## src/rtl/spi_master_cfg_if.sv

```systemverilog
// Host-side start/data handshake of spi_master_cfg. The on-chip client uses the
// master modport and the SPI block uses the slave modport.
interface spi_master_cfg_if #(
  parameter int DATA_WIDTH = 8
);
  logic                  start;
  logic [DATA_WIDTH-1:0] data_in;
  logic                  cpol;
  logic                  cpha;
  logic                  lsb_first;
  logic [DATA_WIDTH-1:0] data_out;
  logic                  new_data;
  logic                  busy;

  modport master (
    output start, data_in, cpol, cpha, lsb_first,
    input  data_out, new_data, busy
  );

  modport slave (
    input  start, data_in, cpol, cpha, lsb_first,
    output data_out, new_data, busy
  );
endinterface

```

## src/rtl/spi_master_cfg.sv

```systemverilog
// SPI master with DATA_WIDTH-bit full-duplex transfers, all four CPOL/CPHA modes,
// MSB- or LSB-first order, a programmable SCK divider and an automatic chip select.
module spi_master_cfg #(
  parameter int DATA_WIDTH = 8,
  parameter int CLK_DIV    = 2
) (
  input  logic            clk,
  input  logic            rst_n,
  spi_master_cfg_if.slave bus,
  input  logic            miso,
  output logic            mosi,
  output logic            sck,
  output logic            cs_n
);

  localparam int DIV_W  = $clog2(CLK_DIV) + 1;
  localparam int EDGE_W = $clog2(2 * DATA_WIDTH) + 1;
  localparam logic [DIV_W-1:0]  DIV_LAST  = DIV_W'(CLK_DIV - 1);
  localparam logic [EDGE_W-1:0] EDGE_LAST = EDGE_W'(2 * DATA_WIDTH - 1);

  typedef enum logic [2:0] {
    ST_IDLE,
    ST_SETUP,
    ST_XFER,
    ST_HOLD,
    ST_DONE
  } state_t;

  state_t                r_state;
  state_t                w_state_nxt;
  logic [DIV_W-1:0]      r_div_cnt;
  logic [EDGE_W-1:0]     r_edge_cnt;
  logic                  r_cpha;
  logic                  r_lsb_first;
  logic [DATA_WIDTH-1:0] r_tx;
  logic [DATA_WIDTH-1:0] r_rx;
  logic [DATA_WIDTH-1:0] r_data_out;
  logic                  r_sck;
  logic                  r_mosi;
  logic                  r_active;
  logic                  r_new_data;

  logic w_accept;
  logic w_tick;
  logic w_xfer_tick;
  logic w_lead;
  logic w_trail;
  logic w_last;
  logic w_shift;
  logic w_sample;

  function automatic logic first_bit(input logic [DATA_WIDTH-1:0] w, input logic lsb);
    return lsb ? w[0] : w[DATA_WIDTH-1];
  endfunction

  function automatic logic [DATA_WIDTH-1:0] shift_tx(input logic [DATA_WIDTH-1:0] w,
                                                     input logic lsb);
    return lsb ? (w >> 1) : (w << 1);
  endfunction

  function automatic logic [DATA_WIDTH-1:0] shift_rx(input logic [DATA_WIDTH-1:0] w,
                                                     input logic b, input logic lsb);
    return lsb ? {b, w[DATA_WIDTH-1:1]} : {w[DATA_WIDTH-2:0], b};
  endfunction

  // A new transfer may begin from IDLE or straight out of DONE (back-to-back).
  assign w_accept    = bus.start && (r_state == ST_IDLE || r_state == ST_DONE);
  assign w_tick      = (r_state inside {ST_SETUP, ST_XFER, ST_HOLD}) && (r_div_cnt == DIV_LAST);
  assign w_xfer_tick = w_tick && (r_state == ST_XFER);
  assign w_lead      = w_xfer_tick && !r_edge_cnt[0];
  assign w_trail     = w_xfer_tick &&  r_edge_cnt[0];
  assign w_last      = w_xfer_tick && (r_edge_cnt == EDGE_LAST);
  assign w_shift     = r_cpha ? w_lead : (w_trail && !w_last);
  assign w_sample    = r_cpha ? w_trail : w_lead;

  // NOTE: every output of a combinational block gets a default first, so no path
  // through the case leaves it unassigned and no latch is inferred.
  always_comb begin
    w_state_nxt = r_state;
    case (r_state)
      ST_IDLE:  if (w_accept) w_state_nxt = ST_SETUP;
      ST_SETUP: if (w_tick)   w_state_nxt = ST_XFER;
      ST_XFER:  if (w_last)   w_state_nxt = ST_HOLD;
      ST_HOLD:  if (w_tick)   w_state_nxt = ST_DONE;
      ST_DONE:  w_state_nxt = w_accept ? ST_SETUP : ST_IDLE;
      default:  w_state_nxt = ST_IDLE;
    endcase
  end

  // NOTE: sequential state uses non-blocking assignments so every register sees
  // the pre-edge value of every other register, independent of statement order.
  always_ff @(posedge clk or negedge rst_n) begin
    if (!rst_n) begin
      r_state <= ST_IDLE;
    end else begin
      r_state <= w_state_nxt;
    end
  end

  always_ff @(posedge clk or negedge rst_n) begin
    if (!rst_n) begin
      r_div_cnt  <= '0;
      r_edge_cnt <= '0;
    end else begin
      if (r_state == ST_IDLE || r_state == ST_DONE || r_div_cnt == DIV_LAST) begin
        r_div_cnt <= '0;
      end else begin
        r_div_cnt <= r_div_cnt + 1'b1;
      end

      if (r_state != ST_XFER) begin
        r_edge_cnt <= '0;
      end else if (w_tick) begin
        r_edge_cnt <= r_edge_cnt + 1'b1;
      end
    end
  end

  // Shift datapath. With cpha=0 the first bit goes out when the transfer is
  // accepted, so the remaining bits shift on trailing edges only.
  always_ff @(posedge clk or negedge rst_n) begin
    if (!rst_n) begin
      r_cpha      <= 1'b0;
      r_lsb_first <= 1'b0;
      r_tx        <= '0;
      r_rx        <= '0;
      r_sck       <= 1'b0;
      r_mosi      <= 1'b0;
    end else if (w_accept) begin
      r_cpha      <= bus.cpha;
      r_lsb_first <= bus.lsb_first;
      r_sck       <= bus.cpol;
      r_rx        <= '0;
      if (bus.cpha) begin
        r_tx <= bus.data_in;
      end else begin
        r_tx   <= shift_tx(bus.data_in, bus.lsb_first);
        r_mosi <= first_bit(bus.data_in, bus.lsb_first);
      end
    end else if (r_state == ST_IDLE) begin
      r_sck <= bus.cpol;
    end else begin
      if (w_xfer_tick) begin
        r_sck <= ~r_sck;
      end
      if (w_shift) begin
        r_mosi <= first_bit(r_tx, r_lsb_first);
        r_tx   <= shift_tx(r_tx, r_lsb_first);
      end
      if (w_sample) begin
        r_rx <= shift_rx(r_rx, miso, r_lsb_first);
      end
    end
  end

  always_ff @(posedge clk or negedge rst_n) begin
    if (!rst_n) begin
      r_active   <= 1'b0;
      r_new_data <= 1'b0;
      r_data_out <= '0;
    end else begin
      r_active   <= (w_state_nxt inside {ST_SETUP, ST_XFER, ST_HOLD});
      r_new_data <= 1'b0;
      if (r_state == ST_HOLD && w_tick) begin
        r_new_data <= 1'b1;
        r_data_out <= r_rx;
      end
    end
  end

  assign sck          = r_sck;
  assign mosi         = r_mosi;
  assign cs_n         = ~r_active;
  assign bus.busy     = r_active;
  assign bus.new_data = r_new_data;
  assign bus.data_out = r_data_out;

endmodule

```

## src/flat_wrapper.sv

```systemverilog
// flat-port wrapper written by rule: the top's interface ports become plain ports
module spi_master_cfg_flat 
#(
  parameter int DATA_WIDTH = 8,
  parameter int CLK_DIV    = 2
)
  (clk, rst_n, miso, mosi, sck, cs_n, bus_start, bus_data_in, bus_cpol, bus_cpha, bus_lsb_first, bus_data_out, bus_new_data, bus_busy);
  spi_master_cfg_if #(.DATA_WIDTH(DATA_WIDTH)) bus_i ();
  input  logic clk;
  input  logic rst_n;
  input  logic miso;
  output logic mosi;
  output logic sck;
  output logic cs_n;
  input wire logic [$bits(bus_i.start)-1:0] bus_start;
  input wire logic [$bits(bus_i.data_in)-1:0] bus_data_in;
  input wire logic [$bits(bus_i.cpol)-1:0] bus_cpol;
  input wire logic [$bits(bus_i.cpha)-1:0] bus_cpha;
  input wire logic [$bits(bus_i.lsb_first)-1:0] bus_lsb_first;
  output wire logic [$bits(bus_i.data_out)-1:0] bus_data_out;
  output wire logic [$bits(bus_i.new_data)-1:0] bus_new_data;
  output wire logic [$bits(bus_i.busy)-1:0] bus_busy;
  assign bus_i.start = bus_start;
  assign bus_i.data_in = bus_data_in;
  assign bus_i.cpol = bus_cpol;
  assign bus_i.cpha = bus_cpha;
  assign bus_i.lsb_first = bus_lsb_first;
  assign bus_data_out = bus_i.data_out;
  assign bus_new_data = bus_i.new_data;
  assign bus_busy = bus_i.busy;
  spi_master_cfg #(.DATA_WIDTH(DATA_WIDTH), .CLK_DIV(CLK_DIV)) u_core (.clk(clk), .rst_n(rst_n), .bus(bus_i), .miso(miso), .mosi(mosi), .sck(sck), .cs_n(cs_n));
endmodule
```

## config.mk

```make
export PLATFORM = sky130hd
export DESIGN_NAME = spi_master_cfg_flat
export DESIGN_NICKNAME = d
export VERILOG_FILES = /design/src/rtl/spi_master_cfg_if.sv /design/src/rtl/spi_master_cfg.sv /design/src/flat_wrapper.sv
export SDC_FILE = /design/constraint.sdc
export NUM_CORES = 1
export LEC_CHECK = 0
export ABC_CLOCK_PERIOD_IN_PS = 4100
export CAP_MARGIN = 30
export CELL_PAD_IN_SITES_DETAIL_PLACEMENT = 0
export CELL_PAD_IN_SITES_GLOBAL_PLACEMENT = 1
export CORE_MARGIN = 5
export CORE_UTILIZATION = 35
export CTS_BUF_LIST = sky130_fd_sc_hd__clkbuf_8
export CTS_CLUSTER_DIAMETER = 120
export DETAILED_ROUTE_END_ITERATION = 10
export PLACE_DENSITY_LB_ADDON = 0.08
export SLEW_MARGIN = 20
export SYNTH_ARGS = -nofsm -noshare
export SYNTH_HDL_FRONTEND = slang
export SYNTH_SLANG_ARGS = --single-unit
```

## constraint.sdc

```tcl
create_clock -name clk -period 4.1 [get_ports clk]
set_clock_uncertainty 0.1 [all_clocks]
set_input_delay 0.82 -clock clk [delete_from_list [all_inputs] [get_ports clk]]
set_output_delay 0.82 -clock clk [all_outputs]
set_load 0.05 [all_outputs]
```

## Word level (Yosys, flattened, before mapping)

Index checks and enable logic that the tools add are counted.

| operators by class | value |
|---|---|
| $add $sub $neg | 2 |
| equal/unequal tests | 12 |
| mux-type cells | 31 |
| bitwise logic cells | 2 |
| reductions and logical operators | 22 |

Operators with widths:

| operator | number |
|---|---|
| 2-to-1 mux 8 bit | 10 |
| one-hot mux 3 bit (5 select lines) | 1 |
| 2-to-1 mux 1 bit | 13 |
| == test 3 x 2 -> 1 bit (second input constant) | 4 |
| 2-to-1 mux 3 bit | 4 |
| 2-to-1 mux 5 bit | 2 |
| nonzero test 3 bit | 3 |
| logical AND 1 bit | 8 |
| == test 3 x 1 -> 1 bit (second input constant) | 2 |
| nonzero test 2 bit | 3 |
| adder 5 x 1 -> 5 bit (second input constant) | 1 |
| == test 5 x 4 -> 1 bit (second input constant) | 1 |
| AND reduction 2 bit | 2 |
| == test 3 bit (second input constant) | 1 |
| logical NOT 3 bit | 1 |
| != test 3 x 2 -> 1 bit (second input constant) | 1 |
| AND reduction 3 bit | 1 |
| adder 2 x 1 -> 2 bit (second input constant) | 1 |
| == test 2 x 1 -> 1 bit (second input constant) | 1 |
| logical NOT 1 bit | 2 |
| logical OR 1 bit | 2 |
| 2-to-1 mux 2 bit | 1 |
| != test 2 x 1 -> 1 bit (second input constant) | 1 |
| != test 2 bit (second input constant) | 1 |
| inverter 1 bit | 2 |

| storage, ports and cells | value |
|---|---|
| register bits after elaboration | 40 |
| input bits | 15 |
| output and inout bits | 13 |
| logic and storage cells | 81 |

## Depth between registers and ports, before layout

Gate-level depths: netlist of the first run.

| depth | value |
|---|---|
| word-level depth | 11 |
| mapped depth | 8 |
| gate-level depth less buffers | 7 |

## Worst setup path before layout of the first run

OpenSTA, ideal clock, no wires.

| timing path | value |
|---|---|
| path type | register -> register |
| start | register u_core.r_edge_cnt[0] |
| end | register u_core.r_mosi (netlist: u_core.mosi) |
| library setup time | 0.126 ns |
| arrival | 1.792 ns |
| data required time | 3.874 ns |
| path slack | 2.082 ns |
| stages on the path, launching flop included | 8 |
| path buffers | 0 |
| period minus slack after synthesis | 2.018 ns |
| cell sequence | dfrtp_1 -> ha_1 -> and3_1 -> ha_1 -> nor3b_1 -> o21ai_2 -> or3_1 -> o311a_1 |

| between the ends | value |
|---|---|
| word-level cells in the longest chain between the ends | 7 |
| elaborated cells between the ends (all ways) | 10 |
| those cells by class | 1 x eq/ne; 1 x mux; 8 x reduce/logical |

RTL lines:

| item | RTL line | source |
|---|---|---|
| from (decl) | spi_master_cfg.sv:32 | `logic [EDGE_W-1:0] r_edge_cnt;` |
| from (signal assigned) | spi_master_cfg.sv:114 | `r_edge_cnt <= r_edge_cnt + 1'b1;` |
| == test 5 x 4 -> 1 bit | spi_master_cfg.sv:72 | `assign w_last = w_xfer_tick && (r_edge_cnt == EDGE_LAST);` |
| logical AND 1 bit | spi_master_cfg.sv:72 |  |
| logical NOT 1 bit | spi_master_cfg.sv:73 | `assign w_shift = r_cpha ? w_lead : (w_trail && !w_last);` |
| logical AND 1 bit | spi_master_cfg.sv:73 |  |
| 2-to-1 mux 1 bit (*) | spi_master_cfg.sv:73 |  |
| nonzero test 2 bit (no line) (*) | n/a |  |
| AND reduction 3 bit (no line) (*) | n/a |  |
| to (signal assigned) | spi_master_cfg.sv:138 | `r_mosi <= first_bit(bus.data_in, bus.lsb_first);` |
| to (signal assigned) | spi_master_cfg.sv:147 | `r_mosi <= first_bit(r_tx, r_lsb_first);` |
| to (decl) | spi_master_cfg.sv:39 | `logic r_mosi;` |

Every way passes the cells marked *; elsewhere a longest branch is shown, timed or not.
A chain may end at the register's enable or synchronous reset.

## Worst setup path in the final report of the first run

| timing path | value |
|---|---|
| start | register u_core.r_active (netlist: u_core.bus.busy) |
| end | output cs_n |

| between the ends | value |
|---|---|
| word-level cells in the longest chain between the ends | 1 |

RTL lines:

| item | RTL line | source |
|---|---|---|
| from (decl) | spi_master_cfg.sv:40 | `logic r_active;` |
| from (signal assigned) | spi_master_cfg.sv:162 | `r_active <= (w_state_nxt inside {ST_SETUP, ST_XFER, ST_HOLD});` |
| inverter 1 bit | spi_master_cfg.sv:173 | `assign cs_n = ~r_active;` |
| to (decl) | flat_wrapper.sv:14 | `output logic cs_n;` |

No other way between the ends.

==> run summary, run 1 <==
vias in the first global route: 1461
Root Driver: clkbuf_8
Layout area overhead: 19.6%
Leak: 1.09 nW
top cells by area, synth: dfrtp_1, mux2i_1, nand2_1, o31ai_1, nor2_1
R2R Path Start: u_core.r_edge_cnt[0]
Final Hold Viols: 0
number of flops mapped to enable cells by yosys: 0
number of H-tree levels: 2
Internal Power: 0.000972 W
sw power: 0.000742 W
Remaining DRCs: 0
Post-Syn Nets: 223
status: completed
Synth async-reset ratio: 1.00
final net count: 246
Multi-input gate area: 938 um^2
I/O Buffers: 27
min Tclk post-route: 2.42 ns
core area: 5570 um^2
Peak VDD IR: 0.380 mV
list of most frequent post-synthesis cells: nand2_1, dfrtp_1, mux2i_1
Yosys Warn Count: 0
height of the chip: 86.1 um
most frequent cell after synthesis: nand2_1
Final Max Tran Viols: 0
combinational share of power: 0.445
accumulated negative setup slack: 0 ns
Hold WC Path Type: in -> async
Crit path max-delay family: buffers and inverters
detailed router's first-iteration violation count: 54
post-synthesis sequential area ratio: 0.494
Crit path largest cell delay: 0.79 ns
Slew HR: 0.426
DR vias: 1515
Critical Path End Type: output port
Worst setup SP type: flop
GP Congestion: 0.714
sw frac: 0.433
Rows: 27
Post-Syn Area: 2030 um^2
initial antenna violation count: 0
critical path peak fanout: 2
Clk pwr share: 0.141
Reg area: 1000 um^2
Hold Buf Count CTS: 0
pin count of the biggest net entering global routing: 41
TritonCTS clock tree: built
Initial Util: 0.363
unique cell type count in the Yosys netlist: 37
Detail Route Antenna Nets: 0
total grt overflow: 0
Max Cap Viol: 0
pwr dens: 707 nW/um^2
flops & latches, synth: 40
Worst Path Arrival: 1.50 ns
CTS sink cnt: 40
worst-case clock buffer depth: 2
first-pass GRT wire length: 7200 um
CP Launch Point: u_core.bus.busy
Design Power: 0.00171 W
synthesized area per cell: 9.88 um^2
Clk pin slew, worst setup/hold paths: 0.07 ns
Crit Path Category: reg -> out
Critical Path RT: 3.18 ns
# diodes: 0
final worst path period share: 0.590
share of the synthesized area in the top cell type: 0.494
RSZ-0062 raised after global routing: false
achievable clock frequency: 0.413 GHz
GRT Util Overall: 0.122
Die W: 86.1 um
Sequential Power Share: 0.415
post-CTS setup buffers: 0
die area: 7410 um^2
slowest CP cell: clkdlybuf4s50_1
WL/cell: 14.1 um
post-DP HPWL: 3060 um
predominant post-synthesis flop cell: dfrtp_1
fraction of layout cells with a size suffix above 1: 0.0702
I/O pins: 28
FILL cells: 568
Finish-stage setup viols: 0
worst-margin pin slew: 0.861 ns
CTS resizes: 0
CTS Buf Count: 5
Pre-Repair DR Iteration Count: 4
DR vias/cell: 5.05
Yosys top cell by area: dfrtp_1
number of buffer and inverter stages on the critical path: 2
Post-Syn Instances: 205
Clock Latency Late Sink: 0.29 ns
sequence of cells on the critical path: inv_1, clkdlybuf4s50_1
WL final: 4240 um
## worst register-to-register path, stage by stage (launching register included)
cell	delay, ns
dfrtp_1	0.46
ha_1	0.24
and3_1	0.19
ha_1	0.20
nor3b_1	0.24
o21ai_2	0.25
or3_1	0.43
o311a_1	0.11
## power groups by stage
stage	Sequential (W)	Clock, W	Combinational [W]
floorplan	0.000803	0	0.000466
global placement	0.000707	0	0.000749
detailed placement	0.000717	0	0.000768
CTS	0.000710	0.000252	0.000769
global route	0.000736	0.000269	0.000837
finish	0.000710	0.000241	0.000762
## cells by family (layout without fill, tap and decap cells)
kind of cell / after synthesis / after routing / share of synthesized area
mux: 24 / 24 / 0.120
compound gates: 32 / 32 / 0.117
simple gates: 80 / 80 / 0.181
flops: 40 / 40 / 0.494
xor+xnor: 6 / 6 / 0.0259
buf+inv: 20 / 43 / 0.0426
fa+ha+maj: 3 / 3 / 0.0185
## path summary, 6_finish.rpt
path | slack (ns) | to | depth (start not counted)
worst min-delay path | 0.32 | u_core.bus.new_data | 1
worst max register to register | 1.77 | u_core.mosi | 7
worst min register to register | 0.35 | u_core.r_div_cnt[0] | 1
worst max-delay path | 1.68 | cs_n | 2
max in group asynchronous | 3.12 | u_core.r_tx[6] | 2
min in group clk | 0.35 | u_core.r_div_cnt[0] | 1
## cell usage in the layout (no fill, tap or decap), types with 2 or more instances in the layout
master,count
o221ai_1,6
clkbuf_8,5
xor2_1,4
o211ai_1,2
nand3_1,8
nor3_1,2
o31ai_1,8
nor3b_1,2
mux2i_1,21
xnor2_1,2
mux2_2,3
a21oi_1,8
ha_1,3
clkdlybuf4s50_1,26
nand4_1,2
nor2_1,14
nand2_1,43
o21ai_0,2
inv_1,8
dfrtp_1,40
## flip-flops by register name (all words and copies together) (netlist names)
name / flops
u_core.bus.busy: 1
u_core.r_edge_cnt: 5
u_core.r_tx: 8
u_core.mosi: 1
u_core.sck: 1
u_core.r_cpha: 1
u_core.bus.data_out: 8
u_core.r_rx: 8
u_core.r_lsb_first: 1
u_core.bus.new_data: 1
u_core.r_state: 3
u_core.r_div_cnt: 2
## cell type report
cell class / instances / share of cell area
clock buffer: 5 / 0.0284
clock inverter: 2 / 0.00362
inverter: 8 / 0.0124
multi-input combinational: 145 / 0.387
sequential: 40 / 0.413
tap: 72 / 0.0372
timing repair buffer: 28 / 0.118
## stage by stage
step / std cells / area (um^2) / hold WS, ns / worst slack, ns / utilization
floorplan: 205 / 2030 / 0.315 / 2.08 / -
global placement: 292 / 2320 / 0.328 / 1.49 / 0.417
detailed placement: 292 / 2320 / 0.355 / 1.36 / 0.417
CTS: 299 / 2400 / 0.365 / 1.65 / 0.431
global route: 300 / 2420 / 0.341 / 1.48 / 0.435
finish: 300 / 2420 / 0.324 / 1.68 / 0.435
## per-layer routing
| layer | GRT usage | up-vias | share of wire |
|---|---|---|---|
| met2 | 0.200 | 18 | 0.48 |
| met3 | 0.0336 | 7 | 0.033 |
| li1 | - | 762 | - |
| met1 | 0.157 | 728 | 0.47 |
| met5 | 0 | - | 0 |
| met4 | 0.0345 | 0 | 0.013 |
Note: power is estimated with default switching activity, not from simulation.
==> inputs of run 2 (changes only) <==
--- a/config.mk
+++ b/config.mk
@@ -5,7 +5,7 @@
 export SDC_FILE = /design/constraint.sdc
 export NUM_CORES = 1
 export LEC_CHECK = 0
-export ABC_CLOCK_PERIOD_IN_PS = 4100
+export ABC_CLOCK_PERIOD_IN_PS = 2200
 export CAP_MARGIN = 30
 export CELL_PAD_IN_SITES_DETAIL_PLACEMENT = 0
 export CELL_PAD_IN_SITES_GLOBAL_PLACEMENT = 1
==> constraint.sdc (replaced) <==
create_clock -name clk -period 2.2 [get_ports clk]
set_clock_uncertainty 0.1 [all_clocks]
set_input_delay 0.44 -clock clk [delete_from_list [all_inputs] [get_ports clk]]
set_output_delay 0.44 -clock clk [all_outputs]
set_load 0.05 [all_outputs]
==> run summary, run 2 (synthesis gave the netlist of run 1 again) <==
final net count: 255 (+3.7%)
Final Hold Viols: 0 (unchanged)
combinational share of power: 0.477 (+0.032)
crit path capture: cs_n
CTS Buf Count: 5 (unchanged)
I/O pins: 28 (unchanged)
worst-case clock buffer depth: 2 (unchanged)
Pre-Repair DR Iteration Count: 4 (unchanged)
DR vias/cell: 5.10 (+1.0%)
Rows: 27 (unchanged)
Hold WC Path Type: in -> async
Placed Instances: 302 (+3.4%)
met2 Use GR: 0.212 (+0.0126)
Layout area overhead: 22.3%
R2R Path Start: u_core.r_edge_cnt[1]
Hold Buf Count CTS: 0 (unchanged)
Die W: 86.1 um (unchanged)
most common cell after layout, fill and taps aside: nand2_1
GRT Util Overall: 0.128 (+0.00614)
fraction of layout cells with a size suffix above 1: 0.105 (+0.0353)
number of H-tree levels: 2 (unchanged)
Leak: 1.12 nW (+3.5%)
Sequential Power Share: 0.383 (-0.032)
grt peak-use layer: met2
I/O Buffers: 27 (unchanged)
pin count of the biggest net entering global routing: 41 (unchanged)
core area: 5570 um^2 (unchanged)
Final Max Tran Viols: 0 (unchanged)
Critical Path RT: 1.66 ns (-1.52 ns)
RR Endpoint: u_core.mosi
Non-Filler Instances: 309 (+3.0%)
number of buffer and inverter stages on the critical path: 2 (unchanged)
met3 usage: 0.0384 (+0.00480)
TritonCTS clock tree: built
detailed router's first-iteration violation count: 40 (-26%)
GP Congestion: 0.785 (+10%)
vias in the first global route: 1603 (+9.7%)
post-CTS setup buffers: 0 (unchanged)
height of the chip: 86.1 um (unchanged)
sw power: 0.00140 W (+89%)
Peak VDD IR: 0.602 mV (+58%)
pwr dens: 1310 nW/um^2 (+86%)
sw frac: 0.430 (-0.00263)
Slew HR: 0.653 (+0.227)
min Tclk post-route: 2.04 ns
final worst path period share: 0.929
critical path depth: 2 (unchanged)
critical path peak fanout: 2 (unchanged)
Crit path largest cell delay: 0.79 ns (about the same)
Finish-stage setup viols: 0 (unchanged)
WL final: 4380 um (+3.3%)
GRT met1 Usage: 0.160 (+0.00269)
die area: 7410 um^2 (unchanged)
Worst setup SP type: flop
DR vias: 1576 (+4.0%)
Clk pwr share: 0.140 (about the same)
Detail Route Antenna Nets: 0 (unchanged)
Crit Path Category: reg -> out
status: completed
Root Driver: clkbuf_8
most frequent cells in the layout: nand2_1, dfrtp_1, clkdlybuf4s50_1
Hold Slack: 0.111 ns (-0.214 ns)
Initial Util: 0.363 (unchanged)
post-DP HPWL: 3150 um (+3.0%)
sequence of cells on the critical path: inv_1, clkdlybuf4s50_1
CTS resizes: 0 (unchanged)
WL/cell: 14.2 um (+0.27%)
reg2reg path depth: 7 (unchanged)
slowest CP cell: clkdlybuf4s50_1
Clock Latency Late Sink: 0.29 ns (about the same)
Crit path max-delay family: buffers and inverters
accumulated negative setup slack: 0 ns (unchanged)
Worst Path Arrival: 1.50 ns (about the same)
total grt overflow: 0 (unchanged)
worst-margin pin slew: 0.521 ns (-0.340 ns)
CP Launch Point: u_core.bus.busy
# diodes: 0 (unchanged)
achievable clock frequency: 0.490 GHz
first-pass GRT wire length: 7620 um (+5.9%)
Max Cap Viol: 0 (unchanged)
Critical Path End Type: output port
r2r setup slk: 0.20 ns (-1.57 ns)
Internal Power: 0.00186 W (+91%)
RSZ-0062 raised after global routing: false
Clk pin slew, worst setup/hold paths: 0.07 ns (about the same)
initial antenna violation count: 0 (unchanged)
Remaining DRCs: 0 (unchanged)
CTS sink cnt: 40 (unchanged)
## run 2: changes by cell type in the layout (fill, tap and decap cells not counted), sizes merged
cell and delta:
buf +9
## run 2: area by class of cell
type                    instances  area, um^2
repair buffers                 37         340
flip-flops and latches         40        1000
well taps                      72        90.1
multi-input cells             145         938
inverters                       8        30.0
clock buffers                   5        68.8
clock inverters                 2        8.76
fillers                       568        3100
## run 2: worst register-to-register path, cell delays in order, from the launching register on
cell,delay [ns]
dfrtp_1,0.40
ha_1,0.19
and3_1,0.18
ha_1,0.20
nor3b_1,0.24
o21ai_2,0.11
or3_1,0.35
o311a_1,0.11
## run 2: per-layer routing
| layer | wire length, um | up-vias |
|---|---|---|
| met5 | 0 | - |
| met3 | 157 | 4 |
| li1 | - | 774 |
| met1 | 2010 | 780 |
| met2 | 2170 | 18 |
| met4 | 40 | 0 |
## run 2: worst min-delay path by stage
stage                     depth (start not counted)                endpoint  slack (ns)                 from
after global placement                            1     u_core.r_div_cnt[0]        0.33  u_core.r_div_cnt[0]
after detailed placement                          1     u_core.r_div_cnt[0]        0.34  u_core.r_div_cnt[0]
after CTS                                         2  u_core.bus.data_out[0]        0.12                rst_n
after global routing                              2     u_core.bus.new_data        0.15                rst_n
final                                             2  u_core.bus.data_out[6]        0.11                rst_n
after floorplan                                   0         u_core.bus.busy        0.04                rst_n
## run 2: power by group through the flow
| stage | registers, W | clock network [W] | logic, W |
|---|---|---|---|
| final | 0.00125 | 0.000455 | 0.00155 |
| after global routing | 0.00129 | 0.000508 | 0.00171 |
| after CTS | 0.00125 | 0.000478 | 0.00157 |
| after detailed placement | 0.00127 | 0 | 0.00157 |
| after global placement | 0.00125 | 0 | 0.00153 |
| after floorplan | 0.00150 | 0 | 0.000868 |
## run 2: per-stage QoR
step / total power (W) / setup WS, ns / utilization / cell area (um^2)
detailed placement: 0.00284 / 0.203 / 0.431 / 2400
global route: 0.00351 / 0.0735 / 0.444 / 2480
floorplan: 0.00236 / 0.182 / - / 2030
global placement: 0.00279 / 0.228 / 0.431 / 2400
finish: 0.00326 / 0.157 / 0.444 / 2480
CTS: 0.00330 / 0.140 / 0.444 / 2480
